**config.mk**
```make
export PLATFORM = sky130hd
export DESIGN_NAME = dirty_mem_dump
export DESIGN_NICKNAME = d
export VERILOG_FILES = /design/src/rtl/dirty_mem_dump.sv
export SDC_FILE = /design/constraint.sdc
export NUM_CORES = 1
export LEC_CHECK = 0
export CORE_MARGIN = 4
export CORE_UTILIZATION = 40
export DETAILED_ROUTE_END_ITERATION = 10
export PLACE_DENSITY = 0.75
export RECOVER_POWER = 50
export SYNTH_ARGS = -nofsm -noshare
export SYNTH_HDL_FRONTEND = slang
export SYNTH_SLANG_ARGS = --single-unit
export TNS_END_PERCENT = 1
```
**constraint.sdc**
```tcl
create_clock -name i_clock -period 1.95 [get_ports i_clock]
set_input_delay 0.2925 -clock i_clock [delete_from_list [all_inputs] [get_ports i_clock]]
set_output_delay 0.2925 -clock i_clock [all_outputs]
set_load 0.02 [all_outputs]
```
**src/rtl/dirty_mem_dump.sv**
```systemverilog
// dirty_mem_dump: scans every data-memory word after a start request and
// streams each dirty word to the UART TX as a 5-byte frame
// {addr, data[31:24], data[23:16], data[15:8], data[7:0]}, then sends 8'hFF.
// The frame layout is fixed to 7-bit addresses and 32-bit data words.
module dirty_mem_dump #(
  parameter int N_ELEMENTS = 128,
  parameter int ADDR_WIDTH = 7,
  parameter int DATA_WIDTH = 32
) (
  input  logic                  i_clock,
  input  logic                  i_reset,
  input  logic                  i_start,
  output logic [ADDR_WIDTH-1:0] o_addr,
  input  logic                  i_bit_sucio,
  input  logic [DATA_WIDTH-1:0] i_mem_data,
  output logic [7:0]            o_tx_data,
  output logic                  o_tx_start,
  input  logic                  i_tx_done,
  output logic                  o_busy,
  output logic                  o_done,
  output logic [7:0]            o_count
);

  localparam logic [ADDR_WIDTH-1:0] LAST_ADDR = ADDR_WIDTH'(N_ELEMENTS - 1);
  localparam logic [7:0]            TERM_BYTE = 8'hFF;

  typedef enum logic [3:0] {
    IDLE, CHECK, READ, SEND, WAIT, NEXT, TERM, TERM_WAIT, DONE
  } state_t;

  state_t                state_reg, state_next;
  logic [ADDR_WIDTH-1:0] addr_reg, addr_next;
  logic [39:0]           frame_reg, frame_next;
  logic [2:0]            idx_reg, idx_next;
  logic [7:0]            count_reg, count_next;

  // State and datapath registers; reset aborts any dump in progress.
  always_ff @(posedge i_clock or negedge i_reset) begin
    if (!i_reset) begin
      state_reg <= IDLE;
      addr_reg  <= '0;
      frame_reg <= '0;
      idx_reg   <= '0;
      count_reg <= '0;
    end else begin
      state_reg <= state_next;
      addr_reg  <= addr_next;
      frame_reg <= frame_next;
      idx_reg   <= idx_next;
      count_reg <= count_next;
    end
  end

  // Next-state logic and state-decoded outputs (tx strobe drops with state on reset).
  always_comb begin
    state_next = state_reg;
    addr_next  = addr_reg;
    frame_next = frame_reg;
    idx_next   = idx_reg;
    count_next = count_reg;
    o_tx_start = 1'b0;
    o_tx_data  = 8'h00;
    o_busy     = 1'b1;
    o_done     = 1'b0;
    case (state_reg)
      IDLE: begin
        o_busy    = 1'b0;
        addr_next = '0;
        if (i_start) begin
          state_next = CHECK;
          count_next = 8'd0;
        end
      end
      CHECK: state_next = i_bit_sucio ? READ : NEXT;
      READ: begin
        // Data memory has a registered read; the word is valid one cycle after CHECK.
        frame_next = {1'b0, 7'(addr_reg), i_mem_data[31:0]};
        idx_next   = 3'd0;
        state_next = SEND;
      end
      SEND: begin
        o_tx_start = 1'b1;
        o_tx_data  = frame_reg[39:32];
        state_next = WAIT;
      end
      WAIT: begin
        o_tx_data = frame_reg[39:32];
        if (i_tx_done) begin
          frame_next = {frame_reg[31:0], 8'h00};
          idx_next   = idx_reg + 3'd1;
          if (idx_reg == 3'd4) begin
            state_next = NEXT;
            count_next = count_reg + 8'd1;
          end else begin
            state_next = SEND;
          end
        end
      end
      NEXT: begin
        // Stop at the last word instead of wrapping back to address 0.
        if (addr_reg == LAST_ADDR) begin
          state_next = TERM;
        end else begin
          addr_next  = addr_reg + 1'b1;
          state_next = CHECK;
        end
      end
      TERM: begin
        o_tx_start = 1'b1;
        o_tx_data  = TERM_BYTE;
        state_next = TERM_WAIT;
      end
      TERM_WAIT: begin
        o_tx_data = TERM_BYTE;
        if (i_tx_done) state_next = DONE;
      end
      DONE: begin
        o_done     = 1'b1;
        addr_next  = '0;
        state_next = IDLE;
      end
      default: state_next = IDLE;
    endcase
  end

  assign o_addr  = addr_reg;
  assign o_count = count_reg;

endmodule

```
# Word level (Yosys, flattened, before mapping)
# Index checks and enable logic that the tools add are counted.
dict set report classes {
  n_mul 0
  magnitude_cmp 0
  n_eq_ne 15
  n_mux 21
  n_div 0
  bitwise_logic 0
  n_reduce_logical 12
  n_addsub 3
  shift 0
}
# op n
set op_table {}
lappend op_table {{$pmux 40 s2} 1}
lappend op_table {{$mux 40} 1}
lappend op_table {{$pmux 4 s8} 1}
lappend op_table {{$pmux 8 s2} 2}
lappend op_table {{$mux 8} 3}
lappend op_table {{$eq 4x3->1 const B} 4}
lappend op_table {{$pmux 7 s2} 1}
lappend op_table {{$mux 3} 4}
lappend op_table {{$mux 4} 3}
lappend op_table {{$ne 2x2->1 const B} 5}
lappend op_table {{$add 8x1->8 const B} 1}
lappend op_table {{$eq 4x2->1 const B} 2}
lappend op_table {{$reduce_or 2->1} 4}
lappend op_table {{$add 7x1->7 const B} 1}
lappend op_table {{$eq 7x7->1 const B} 1}
lappend op_table {{$mux 7} 1}
lappend op_table {{$pmux 3 s2} 1}
lappend op_table {{$reduce_bool 2->1} 3}
lappend op_table {{$eq 4x1->1 const B} 1}
lappend op_table {{$eq 4x4->1 const B} 1}
lappend op_table {{$logic_not 4->1} 1}
lappend op_table {{$reduce_and 2->1} 2}
lappend op_table {{$reduce_and 4->1} 1}
lappend op_table {{$add 3x1->3 const B} 1}
lappend op_table {{3 further kinds} 5}
dict set report totals {
  mem_bits_rw 0
  latchBits 0
  romBits 0
  ff_bits 62
  word_cells 56
  out_inout_bits 26
  mem_count 0
  input_bits 37
}

# Longest topological paths before layout
dict set report depth {
  depth_word 4
  depth_mapped 6
  depth_no_buf 6
}

# Worst setup path after synthesis
# Ideal clock, no wire load.
dict set report synth_timing {
  path_kind {register to register}
  startpoint {register addr_reg[0], in the netlist o_addr[0]}
  endpoint {register state_reg[2]}
  period_less_slack_ps 1643
  required_ps 1811
  path_stages_with_launch 5
  setup_slack_ps 307
  setup_time_ps 139
  t_arrival_ps 1504
  n_path_buf 0
  path_cell_list {dfrtp_1 -> ha_1 -> and3_1 -> and3_1 -> or4_1}
}
dict set report synth_via {
  elab_chain_cells 3
}
# item line_no
set synth_rtl {}
lappend synth_rtl {{start, declared} 32} ;# logic [ADDR_WIDTH-1:0] addr_reg, addr_next;
lappend synth_rtl {{start signal, assigned} 47} ;# addr_reg <= addr_next;
lappend synth_rtl {{$eq 7x7->1} 101} ;# if (addr_reg == LAST_ADDR) begin
lappend synth_rtl {{$mux 3} 101}
lappend synth_rtl {{$pmux 4 s8} 65} ;# case (state_reg)
lappend synth_rtl {{end signal, assigned} 46} ;# state_reg <= state_next;
lappend synth_rtl {{end, declared} 31} ;# state_t state_reg, state_next;
# Every way passes these cells.
# A chain may end at the register's enable or synchronous reset.

# Final worst setup path
dict set report layout_timing {
  startpoint {register state_reg[0]}
  endpoint {output o_tx_data[2]}
}
dict set report layout_via {
  elab_chain_cells 3
  word_cells_on_any_way 7
  classes_between {eq/ne (4); mux (1); reduce/logical (2)}
}
# item line_no
set layout_rtl {}
lappend layout_rtl {{$eq 4x3->1 or $eq 4x2->1 (tied branches)} 65}
lappend layout_rtl {{$reduce_or 2->1 (no line)} n/a}
lappend layout_rtl {{$pmux 8 s2 *} 65}
lappend layout_rtl {{end, declared} 16} ;# output logic [7:0] o_tx_data,
# Every way passes the cells marked *; elsewhere a longest branch is shown, timed or not.

==> run summary <==
=================================================================================
DR iter-0 viols ....................................................           91
Count of clock tree sinks ..........................................           62
GRT Resource Usage Total ...........................................        15.7%
Number of synthesized register bits ................................           62
Number of global-route vias before repair ..........................         2631
Input/output buffers ...............................................           62
Critical-path maximum fanout .......................................           11
Most frequent cells after synthesis ................................ dfrtp_1, nand2_1, o21ai_1
Top cells by area, synth ........................................... dfrtp_1, mux2i_1, nand2_1, o21ai_1, nor2_1
Maximum capacitance violations .....................................            0
First-pass GRT wire length .........................................     12400 um
Final routed wirelength across all metal layers ....................      7350 um
Number of pins with negative max-slew slack in the final report ....            0
Per-cell via count in the routed design ............................         5.25
Worst setup SP type ................................................         flop
Standard cell core area ............................................ 0.00781 sq mm
Setup Slack @ Placement ............................................     0.100 ns
Initial core utilization ...........................................        41.4%
Worst Hold Launch .................................................. frame_reg[9]$_DFFE_PN0P_
Netlist area before placement ...................................... 0.00323 sq mm
Async set-or-reset flop fraction in the synthesized netlist ........         100%
Summed area of non-filler cells in the final layout ................ 0.00435 sq mm
Clock tree from TritonCTS ..........................................        built
Endpoints failing setup ............................................            0
Initial DRT Pass Iterations ........................................            4
Clock tree buffer depth ............................................            2
Clock tree skew after final layout .................................   0.00816 ns
Class of the tightest hold or removal check ........................      reg2reg
Power density over the cells ....................................... 1320 mW/mm^2
Source of the critical timing path ................................. state_reg[0]$_DFFE_PN0P_
Total number of nets in the final design ...........................          444
Inserted Clock Buffers .............................................            9
Leading area contributor after synthesis ...........................      dfrtp_1
Clock slew seen by the registers of the worst setup and hold paths .      0.07 ns
Depth of the CTS H-tree ............................................            3
GPL Wtd Cong .......................................................        0.856
Grt total ovfl .....................................................            0
Worst skew pair latency ............................................      0.33 ns
Per-cell routed wire length ........................................      14.4 um
Diode count ........................................................            0
DIE HEIGHT .........................................................      97.9 um
Worst setup path class .............................................      reg2out
Leakage ............................................................   0.00190 uW
Post-detail-place hpwl .............................................      5340 um
Yosys cell types ...................................................           49
Number of antenna violations at the first check in global routing ..            0
Commonest register cell after synthesis ............................      dfrtp_1
Fin crit period ....................................................      1.89 ns
Die Outline Area ................................................... 0.00958 sq mm
Leading cell type by number of instances after synthesis ...........      dfrtp_1
Vias ...............................................................         2677
Share of Yosys cell area claimed by the top area cell type .........        48.0%
Chip width .........................................................      97.9 um
Syn_area_per_cell ..................................................   9.88 sq um
Maximum operating frequency ........................................      529 MHz
Setup WS post-layout ...............................................    0.0598 ns
Number of warnings printed during yosys synthesis ..................            0
Endpoint class of the critical path ................................ primary output
Pin count of the biggest net entering global routing ...............           63
Net count of the mapped netlist ....................................          368
Sequential element share of the synthesized area ...................        48.0%
Number of antenna-violating nets in the routed design ..............            0
Critical path arrival ..............................................      1.60 ns
Slew of the pin with the lowest slew margin ........................     0.861 ns
Ratio of cells with drive above 1 in the final layout ..............        14.5%
Max transition margin ..............................................        42.6%
Final cycle utilization of the critical path .......................        96.9%
Worst flop-to-flop path startpoint ................................. state_reg[1]$_DFFE_PN0P_
Max FFs per register ...............................................           40
Root Buffer Master .................................................     clkbuf_8
Area growth, synth to finish .......................................        34.7%
Number of enable-type register cells in the synthesized netlist ....            0
Gate Count Post-Synth ..............................................          327
Required @ worst endpoint ..........................................      1.66 ns
Row count ..........................................................           32
Sum of negative setup slack ........................................         0 ns
Hold Fails Final Rpt ...............................................            0
IR drop worst, VDD .................................................     0.602 mV
Unrepaired setup endpoints after global routing ....................          yes
I/O pin cnt ........................................................           63
Residual DRC .......................................................            0
Run status ......................................................... finished, final reports clean
Cell area after placement .......................................... 0.00414 sq mm
=================================================================================
-- critical path, stage by stage (launching register included) --
cell           delay (ns)
dfrtp_1              0.39
buf_4                0.18
a21o_1               0.18
a22oi_2              0.14
nor2_1               0.05
dlygate4sd2_1        0.31
-- routing by layer --
| layer | wire [um] | GRT usage (%) | part of all wire (%) |
|---|---|---|---|
| met1 | 3400 | 20.6 | 46 |
| met2 | 3450 | 25.5 | 47 |
| met3 | 398 | 3.21 | 5.4 |
| met4 | 96 | 5.75 | 1.3 |
| met5 | 0 | 0 | 0 |
-- worst paths after layout --
check | endpoint | slack (ns) | cells past startpoint
setup / recovery | o_tx_data[2] | 0.06 | 5
hold / removal | frame_reg[9]$_DFFE_PN0P_ | 0.49 | 2
setup reg to reg | frame_reg[10]$_DFFE_PN0P_ | 0.12 | 6
hold reg to reg | frame_reg[9]$_DFFE_PN0P_ | 0.49 | 2
max in group asynchronous | state_reg[3]$_DFFE_PN0P_ | 0.63 | 3
min in group asynchronous | frame_reg[1]$_DFFE_PN0P_ | 0.71 | 3
-- timing repair --
action | CTS | global route
setup buffers | 0 | 0
pin swaps | 0 | 0
hold buffers | 1 | 0
gates cloned | 0 | 0
gates resized for setup | 13 | 12
hold endpoints to repair | 62 | 0
setup endpoints to repair | 11 | 10
-- kinds of logic (layout without fill, tap and decap cells) --
family / after synthesis / in the layout / share of synthesized area, %
XOR/XNOR: 7 / 7 / 1.90
buffers and inverters: 28 / 109 / 3.91
adder cells (fa/ha/maj): 4 / 4 / 1.55
AO/OA/AOI/OAI: 85 / 85 / 17.4
flip-flops: 62 / 62 / 48.0
multiplexers: 34 / 34 / 10.6
AND/OR/NAND/NOR: 107 / 107 / 16.6
-- cells in the final DEF (no fill, tap or decap), types with 8 or more instances in the layout --
cell type	instances
o21ai_0	9
mux2i_1	32
o21ai_1	33
dfrtp_1	61
a22o_1	8
nand3_1	12
a21o_1	9
clkdlybuf4s50_1	50
nor2_1	20
clkbuf_8	10
nand2_1	44
buf_4	18
-- cell type report --
cell class / count / area [sq um]
Fill cell: 703 / 3460
Multi-Input combinational cell: 237 / 1590
Sequential cell: 62 / 1550
Timing Repair Buffer: 87 / 840
Clock buffer: 10 / 138
Tap cell: 102 / 128
Clock inverter: 6 / 85.1
Inverter: 6 / 22.5
-- per-stage QoR --
step	total power [uW]	cells	hold slack, ns	util [%]
2_1_floorplan	3580	327	-0.00309	-
3_3_place_gp	4460	493	0.329	53.0
3_5_place_dp	4550	493	0.330	53.0
4_1_cts	5780	510	0.492	55.9
5_1_grt	6150	510	0.515	55.7
6_report	5750	510	0.487	55.7
-- where the power goes --
part           total [uW]  internal (uW)  switching (uW)
Combinational        2470           1160            1310
Sequential           2020           1720             301
Clock                1260            750             507
Note: power is estimated with default switching activity, not from simulation.
